## src/rtl/vga_timing_pkg.sv

```systemverilog
// Shared constants for the VGA scan timing block.
// Holds the default 800x600@72 timing, the coordinate widths and the
// sync polarity encoding used by vga_scan_timing and its interface.
package vga_timing_pkg;

    localparam int unsigned DEF_HSW  = 120;
    localparam int unsigned DEF_HBP  = 64;
    localparam int unsigned DEF_HACT = 800;
    localparam int unsigned DEF_HFP  = 56;
    localparam int unsigned DEF_VSW  = 6;
    localparam int unsigned DEF_VBP  = 23;
    localparam int unsigned DEF_VACT = 600;
    localparam int unsigned DEF_VFP  = 37;

    localparam int unsigned X_W = 11;
    localparam int unsigned Y_W = 10;

    // Asserted level of hs/vs for the usual negative-sync modes.
    localparam bit SYNC_ACTIVE_LOW = 1'b0;

    // Total length of one axis: sync + back porch + active + front porch.
    function automatic int unsigned axis_total(input int unsigned sw, input int unsigned bp,
                                               input int unsigned act, input int unsigned fp);
        return sw + bp + act + fp;
    endfunction

endpackage

```

## src/rtl/vga_scan_timing_if.sv

```systemverilog
// Raster timing bundle produced by vga_scan_timing.
//   master: driven by the timing generator
//   slave : consumed by pixel/display logic
// Signals: hs, vs, hen, ven, x, y, line_end, frame_start.
interface vga_scan_timing_if;
    import vga_timing_pkg::*;

    logic           hs;
    logic           vs;
    logic           hen;
    logic           ven;
    logic [X_W-1:0] x;
    logic [Y_W-1:0] y;
    logic           line_end;
    logic           frame_start;

    modport master (
        output hs, vs, hen, ven, x, y, line_end, frame_start
    );

    modport slave (
        input hs, vs, hen, ven, x, y, line_end, frame_start
    );

endinterface

```

## src/rtl/vga_scan_timing_scan_counter.sv

```systemverilog
// scan_counter: modulo-N up-counter with enable.
// Ports:
//   clk  - clock, rising edge
//   rstn - asynchronous active-low reset, clears the count
//   en   - advance the count this cycle
//   cnt  - current count, 0..N-1
//   tc   - terminal count (cnt == N-1), independent of en
module scan_counter #(
    parameter int unsigned N = 8,
    parameter int unsigned W = 11
) (
    input  logic         clk,
    input  logic         rstn,
    input  logic         en,
    output logic [W-1:0] cnt,
    output logic         tc
);

    localparam logic [W-1:0] LAST = W'(N - 1);

    assign tc = (cnt == LAST);

    always_ff @(posedge clk or negedge rstn) begin
        if (!rstn) begin
            cnt <= '0;
        end else if (en) begin
            cnt <= tc ? '0 : cnt + W'(1);
        end
    end

endmodule

```

## src/rtl/vga_scan_timing.sv

```systemverilog
// vga_scan_timing: free-running raster scan timing generator.
// Every output is a registered decode of the counters (one cycle latency).
// Ports:
//   clk  - pixel clock
//   rstn - asynchronous active-low reset
//   vga  - timing bundle (hs, vs, hen, ven, x, y, line_end, frame_start)
// Build option: define VGA_SCAN_COORD_EN to build the x/y coordinate
// registers; otherwise x and y are constant 0.
module vga_scan_timing
    import vga_timing_pkg::*;
#(
    parameter int unsigned HSW      = DEF_HSW,
    parameter int unsigned HBP      = DEF_HBP,
    parameter int unsigned HACT     = DEF_HACT,
    parameter int unsigned HFP      = DEF_HFP,
    parameter int unsigned VSW      = DEF_VSW,
    parameter int unsigned VBP      = DEF_VBP,
    parameter int unsigned VACT     = DEF_VACT,
    parameter int unsigned VFP      = DEF_VFP,
    parameter bit          SYNC_POL = SYNC_ACTIVE_LOW
) (
    input  logic                clk,
    input  logic                rstn,
    vga_scan_timing_if.master   vga
);

    localparam int unsigned HTOT = axis_total(HSW, HBP, HACT, HFP);
    localparam int unsigned VTOT = axis_total(VSW, VBP, VACT, VFP);
    localparam int unsigned CW   = 11;

    localparam logic [CW-1:0] H_SYNC_END = CW'(HSW);
    localparam logic [CW-1:0] H_ACT_BEG  = CW'(HSW + HBP);
    localparam logic [CW-1:0] H_ACT_END  = CW'(HSW + HBP + HACT);
    localparam logic [CW-1:0] V_SYNC_END = CW'(VSW);
    localparam logic [CW-1:0] V_ACT_BEG  = CW'(VSW + VBP);
    localparam logic [CW-1:0] V_ACT_END  = CW'(VSW + VBP + VACT);

    generate
        if (HSW < 1 || HBP < 1 || HACT < 1 || HFP < 1 ||
            VSW < 1 || VBP < 1 || VACT < 1 || VFP < 1) begin : g_bad_param
            $error("vga_scan_timing: every timing parameter must be >= 1");
        end
        if (HTOT >= (1 << CW)) begin : g_bad_htot
            $error("vga_scan_timing: HTOT must be < 2^11");
        end
        // Vertical counter shares the 11-bit width; y is only Y_W bits wide.
        if (VTOT >= (1 << CW) || VACT > (1 << Y_W)) begin : g_bad_vtot
            $error("vga_scan_timing: vertical timing exceeds counter/coordinate width");
        end
    endgenerate

    logic [CW-1:0] hcnt;
    logic [CW-1:0] vcnt;
    logic          h_tc;
    logic          v_tc;

    scan_counter #(
        .N (HTOT),
        .W (CW)
    ) u_hcnt (
        .clk  (clk),
        .rstn (rstn),
        .en   (1'b1),
        .cnt  (hcnt),
        .tc   (h_tc)
    );

    scan_counter #(
        .N (VTOT),
        .W (CW)
    ) u_vcnt (
        .clk  (clk),
        .rstn (rstn),
        .en   (h_tc),
        .cnt  (vcnt),
        .tc   (v_tc)
    );

    // Decodes of the current counter values; registered below.
    logic hs_d;
    logic vs_d;
    logic hen_d;
    logic ven_d;

    always_comb begin
        hs_d  = (hcnt < H_SYNC_END) ? SYNC_POL : ~SYNC_POL;
        vs_d  = (vcnt < V_SYNC_END) ? SYNC_POL : ~SYNC_POL;
        hen_d = (hcnt >= H_ACT_BEG) && (hcnt < H_ACT_END);
        ven_d = (vcnt >= V_ACT_BEG) && (vcnt < V_ACT_END);
    end

    logic hs_q;
    logic vs_q;
    logic hen_q;
    logic ven_q;
    logic line_end_q;
    logic frame_start_q;
    // High while the counters sit at (0,0); reset to 1 because reset puts them there.
    logic origin_q;

    always_ff @(posedge clk or negedge rstn) begin
        if (!rstn) begin
            hs_q          <= ~SYNC_POL;
            vs_q          <= ~SYNC_POL;
            hen_q         <= 1'b0;
            ven_q         <= 1'b0;
            line_end_q    <= 1'b0;
            frame_start_q <= 1'b0;
            origin_q      <= 1'b1;
        end else begin
            hs_q          <= hs_d;
            vs_q          <= vs_d;
            hen_q         <= hen_d;
            ven_q         <= ven_d;
            // Falling edge of the combined window; hen_q is 0 after reset so a
            // truncated line never produces a pulse.
            line_end_q    <= hen_q & ven_q & ~(hen_d & ven_d);
            frame_start_q <= origin_q;
            origin_q      <= h_tc & v_tc;
        end
    end

    assign vga.hs          = hs_q;
    assign vga.vs          = vs_q;
    assign vga.hen         = hen_q;
    assign vga.ven         = ven_q;
    assign vga.line_end    = line_end_q;
    assign vga.frame_start = frame_start_q;

`ifdef VGA_SCAN_COORD_EN
    logic [X_W-1:0] x_q;
    logic [Y_W-1:0] y_q;

    always_ff @(posedge clk or negedge rstn) begin
        if (!rstn) begin
            x_q <= '0;
            y_q <= '0;
        end else begin
            x_q <= hen_d ? X_W'(hcnt - H_ACT_BEG) : '0;
            y_q <= ven_d ? Y_W'(vcnt - V_ACT_BEG) : '0;
        end
    end

    assign vga.x = x_q;
    assign vga.y = y_q;
`else
    assign vga.x = '0;
    assign vga.y = '0;
`endif

endmodule
```

## src/flat_wrapper.sv

```systemverilog
// flat-port wrapper written by rule: the top's interface ports become plain ports
module vga_scan_timing_flat import vga_timing_pkg::*;
#(
    parameter int unsigned HSW      = DEF_HSW,
    parameter int unsigned HBP      = DEF_HBP,
    parameter int unsigned HACT     = DEF_HACT,
    parameter int unsigned HFP      = DEF_HFP,
    parameter int unsigned VSW      = DEF_VSW,
    parameter int unsigned VBP      = DEF_VBP,
    parameter int unsigned VACT     = DEF_VACT,
    parameter int unsigned VFP      = DEF_VFP,
    parameter bit          SYNC_POL = SYNC_ACTIVE_LOW
)
  (clk, rstn, vga_hs, vga_vs, vga_hen, vga_ven, vga_x, vga_y, vga_line_end, vga_frame_start);
  vga_scan_timing_if vga_i ();
  input  logic clk;
  input  logic rstn;
  output wire logic [$bits(vga_i.hs)-1:0] vga_hs;
  output wire logic [$bits(vga_i.vs)-1:0] vga_vs;
  output wire logic [$bits(vga_i.hen)-1:0] vga_hen;
  output wire logic [$bits(vga_i.ven)-1:0] vga_ven;
  output wire logic [$bits(vga_i.x)-1:0] vga_x;
  output wire logic [$bits(vga_i.y)-1:0] vga_y;
  output wire logic [$bits(vga_i.line_end)-1:0] vga_line_end;
  output wire logic [$bits(vga_i.frame_start)-1:0] vga_frame_start;
  assign vga_hs = vga_i.hs;
  assign vga_vs = vga_i.vs;
  assign vga_hen = vga_i.hen;
  assign vga_ven = vga_i.ven;
  assign vga_x = vga_i.x;
  assign vga_y = vga_i.y;
  assign vga_line_end = vga_i.line_end;
  assign vga_frame_start = vga_i.frame_start;
  vga_scan_timing #(.HSW(HSW), .HBP(HBP), .HACT(HACT), .HFP(HFP), .VSW(VSW), .VBP(VBP), .VACT(VACT), .VFP(VFP), .SYNC_POL(SYNC_POL)) u_core (.clk(clk), .rstn(rstn), .vga(vga_i));
endmodule
```

## config.mk

```make
export PLATFORM = sky130hd
export DESIGN_NAME = vga_scan_timing_flat
export DESIGN_NICKNAME = d
export VERILOG_FILES = /design/src/rtl/vga_timing_pkg.sv /design/src/rtl/vga_scan_timing_if.sv /design/src/rtl/vga_scan_timing_scan_counter.sv /design/src/rtl/vga_scan_timing.sv /design/src/flat_wrapper.sv
export SDC_FILE = /design/constraint.sdc
export NUM_CORES = 1
export LEC_CHECK = 0
export ABC_AREA = 0
export CORE_MARGIN = 2
export CORE_UTILIZATION = 40
export DETAILED_ROUTE_END_ITERATION = 7
export PLACE_DENSITY = 0.65
export SLEW_MARGIN = 40
export SYNTH_ARGS = -nofsm -noshare
export SYNTH_HDL_FRONTEND = slang
export SYNTH_HIERARCHICAL = 1
export SYNTH_SLANG_ARGS = --single-unit
```

## constraint.sdc

```tcl
create_clock -name clk -period 1.8 [get_ports clk]
set_input_delay 0.36 -clock clk [delete_from_list [all_inputs] [get_ports clk]]
set_output_delay 0.36 -clock clk [all_outputs]
set_load 0.01 [all_outputs]
```

==> flow_summary.ini <==
[outcome]
run_status = finished, violations left
violations = negative setup slack

[synthesis]
synth-seq-cells = 29
postSynthCellCount = 162
synth_cell_type_count = 53
syn_area_um2 = 1630
yosysWarningCount = 6
ys_seq_area_frac = 0.446
number_of_enable_type_register_cells_in_the_synthesized_netlist = 0
synth-main-ff-cell = sky130_fd_sc_hd__dfrtp_1
synthesis.area_per_instance_um2 = 10.1
ys_async_sr_fraction = 1.00

[detailed_routing]
detail-route-antenna-nets = 0
detail_route.wl_per_cell_um = 14.2
detailedRoute.firstPassIterationCount = 4
drt_iter0_drc = 79
num_vias = 1237
detail_route.wirelength_um = 3520
routed_via_density = 5.01
drcViolationCount = 0

[power]
p_leak_nw = 0.951
worst_ir_drop_vdd_uv = 540
power-per-cell-area_nw_per_um2 = 900

[floorplan]
std_cell_rows = 23
dieArea_um2 = 4610
core_footprint_um2 = 3970
height_of_the_chip_um = 67.9
die_w_um = 67.9
io_pins = 29
initial_utilization = 0.411

[clocking]
clock_tree.buffer_depth = 2
cts_sinks = 29
clock_input_transition_at_the_sequential_cells_of_the_worst_setup_and_hold_paths_ps = 60
cts-buffers-inserted = 5
cts_tree = yes
ctsRootBufferMaster = sky130_fd_sc_hd__clkbuf_8
cts_htree_levels = 2
worst_skew_pair.late_latency_ps = 290

[hold_path]
timing.hold.worst.class = reg -> reg
worst_hold_stages = 0

[setup_path]
setup.worst_path.class = reg -> reg
crit_path_top_delay_cell = sky130_fd_sc_hd__dfrtp_1
worstPathArrival_ps = 1950
cells_traversed_along_the_worst_timing_path = nor4_4 -> nand3_4 -> inv_4 -> nand4_1 -> buf_4 -> o31ai_2 -> a22oi_2
required_ps = 1950
worst-path-max-fanout = 4
startpoint_kind_of_the_worst_setup_timing_path = register
cp-end-kind = register
r2r.worst_path.cells = 7
critPathMaxStageDelay_ps = 410

[placed_design]
io_buffer_count = 7
routabilityCongestion = 0.812
hpwl_um = 2480
placement.cell_area_um2 = 1830

[timing]
fmaxAchievable_mhz = 555
clock_skew_ps = 6.41
maxSlewViolCount = 0
post-route-min-period_ps = 1800
finalHoldWorstSlack_ps = 389
timing.final.crit_share = 1.00
finalSetupViolations = 1
rsz0062_at_grt = yes
hold_violations = 0
finalWorstSetupSlack_ps = -0.591

[job]
max_cap_violations = 0

[layout]
diodes = 0
design.final.nets = 201
layout.filler_cells = 381
area_growth_pct = 22.4
post-route-cell-area_um2 = 2000
layout_cells_sized_above_1 = 0.269

[global_routing]
grt_pass1_vias = 1215
antenna_violations_before_repair = 0
grt_start_max_net_pins = 30
grt_overflow_total = 0
grt_first_pass_wirelength_um = 5400
grt_usage = 0.162
synthesized netlist by cell type (2+ instances only):
master	count	area, µm²
sky130_fd_sc_hd__dfrtp_1	26	651
sky130_fd_sc_hd__buf_4	21	158
sky130_fd_sc_hd__nand2_1	14	52.6
sky130_fd_sc_hd__nand3_1	9	45.0
sky130_fd_sc_hd__xor2_1	7	61.3
sky130_fd_sc_hd__nand4_1	6	37.5
sky130_fd_sc_hd__inv_1	5	18.8
sky130_fd_sc_hd__nor3_1	5	25.0
sky130_fd_sc_hd__o21ai_0	5	25.0
sky130_fd_sc_hd__nor2_1	4	15.0
sky130_fd_sc_hd__xnor2_1	4	35.0
sky130_fd_sc_hd__dfstp_2	3	78.8
sky130_fd_sc_hd__ha_1	3	37.5
sky130_fd_sc_hd__nand2b_1	3	18.8
sky130_fd_sc_hd__a21o_1	2	15.0
sky130_fd_sc_hd__a22oi_1	2	15.0
sky130_fd_sc_hd__a31oi_1	2	12.5
sky130_fd_sc_hd__and2_1	2	12.5
sky130_fd_sc_hd__and4_1	2	17.5
sky130_fd_sc_hd__buf_2	2	10.0
sky130_fd_sc_hd__conb_1	2	7.51
sky130_fd_sc_hd__nor4_1	2	12.5
repair_timing:
item	in CTS	in global routing
setup endpoints to repair	2	4
resized for setup	1	8
pin swaps	1	5
buffers inserted	2	3
hold buffers	0	0
placed cells by master (no fill, tap or decap), types with 2 or more instances in the layout:
| cell type | instances |
|---|---|
| sky130_fd_sc_hd__dfrtp_1 | 25 |
| sky130_fd_sc_hd__conb_1 | 24 |
| sky130_fd_sc_hd__buf_4 | 21 |
| sky130_fd_sc_hd__nand2_1 | 14 |
| sky130_fd_sc_hd__nand3_1 | 8 |
| sky130_fd_sc_hd__clkbuf_8 | 7 |
| sky130_fd_sc_hd__clkdlybuf4s50_1 | 7 |
| sky130_fd_sc_hd__xor2_1 | 7 |
| sky130_fd_sc_hd__nand4_1 | 6 |
| sky130_fd_sc_hd__nor3_1 | 5 |
| sky130_fd_sc_hd__inv_1 | 5 |
| sky130_fd_sc_hd__nor2_1 | 4 |
| sky130_fd_sc_hd__o21ai_0 | 4 |
| sky130_fd_sc_hd__xnor2_1 | 4 |
| sky130_fd_sc_hd__dfstp_2 | 3 |
| sky130_fd_sc_hd__nand2b_1 | 3 |
| sky130_fd_sc_hd__a31oi_1 | 2 |
| sky130_fd_sc_hd__and4_1 | 2 |
| sky130_fd_sc_hd__a21o_1 | 2 |
| sky130_fd_sc_hd__and2_1 | 2 |
| sky130_fd_sc_hd__a22oi_2 | 2 |
| sky130_fd_sc_hd__o21ai_1 | 2 |
| sky130_fd_sc_hd__ha_1 | 2 |
report_power, final:
part	internal [mW]	total, mW	switching, mW
Clock	0.345	0.591	0.246
Sequential	0.733	0.801	0.0674
Combinational	0.190	0.408	0.218
critical path: cells and delay by family, from the launching register on:
kind                   cells  cell delay [ps]
flip-flops                 1              410
AO/OA/AOI/OAI              2              340
buffers and inverters      2              280
AND/OR/NAND/NOR            3              630
final timing paths:
| kind | startpoint | end | slack (ps) |
|---|---|---|---|
| worst max-delay path | u_core/u_hcnt/cnt[4]$_DFFE_PN0P_ | u_core/u_vcnt/cnt[9]$_DFFE_PN0P_ | -0.6 |
| worst min-delay path | u_core/origin_q$_DFF_PN1_ | u_core/vga.frame_start$_DFF_PN0_ | 390 |
| worst max register to register | u_core/u_hcnt/cnt[4]$_DFFE_PN0P_ | u_core/u_vcnt/cnt[9]$_DFFE_PN0P_ | -0.6 |
| worst min register to register | u_core/origin_q$_DFF_PN1_ | u_core/vga.frame_start$_DFF_PN0_ | 390 |
| max in group asynchronous | rstn | u_core/origin_q$_DFF_PN1_ | 1030 |
| min in group asynchronous | rstn | u_core/u_hcnt/cnt[10]$_DFFE_PN0P_ | 450 |
routing by layer:
metal  GRT usage  vias up  wire [µm]
li1            -      599          -
met1       0.179      613       1390
met2       0.287       21       1960
met3      0.0444        4        125
met4      0.0750        0         41
met5           0        -          0
registers in the layout (all words and copies together) (netlist names):
| register | count |
|---|---|
| u_core/vga.vs | 1 |
| u_core/vga.ven | 1 |
| u_core/vga.line_end | 1 |
| u_core/vga.hen | 1 |
| u_core/vga.frame_start | 1 |
| u_core/origin_q | 1 |
| u_core/u_hcnt/cnt | 11 |
| u_core/u_vcnt/cnt | 11 |
| u_core/vga.hs | 1 |
logic make-up (layout without fill, tap and decap cells):
group,count (synthesis),count (layout),synth area share
buffers and inverters,30,43,0.125
AO/OA/AOI/OAI,26,26,0.117
flip-flops,29,29,0.446
AND/OR/NAND/NOR,60,60,0.219
adder cells (fa/ha/maj),3,3,0.0230
XOR/XNOR,11,11,0.0590
other,2,24,0.00460
multiplexers,1,1,0.00613
final cells by class:
cell class                      count  area [µm²]  area share
Multi-Input combinational cell    125         842       0.421
Sequential cell                    29         731       0.365
Timing Repair Buffer               29         239       0.119
Clock buffer                        7        96.3      0.0482
Tap cell                           50        62.6      0.0313
Inverter                            6        25.0      0.0125
Clock inverter                      1        5.00     0.00250
per-stage QoR:
step | setup WS, ps | TNS [ps] | instances | util | total power [mW]
finish | -0.591 | -0.591 | 247 | 0.504 | 1.80
global route | -101 | -227 | 247 | 0.504 | 1.91
CTS | -7.17 | -7.17 | 244 | 0.491 | 1.80
detailed placement | -51.2 | -76.0 | 234 | 0.461 | 1.19
global placement | 63.3 | 0 | 234 | 0.461 | 1.17
floorplan | 3.83 | 0 | 184 | - | 1.08
(Power assumes the default switching activity.)
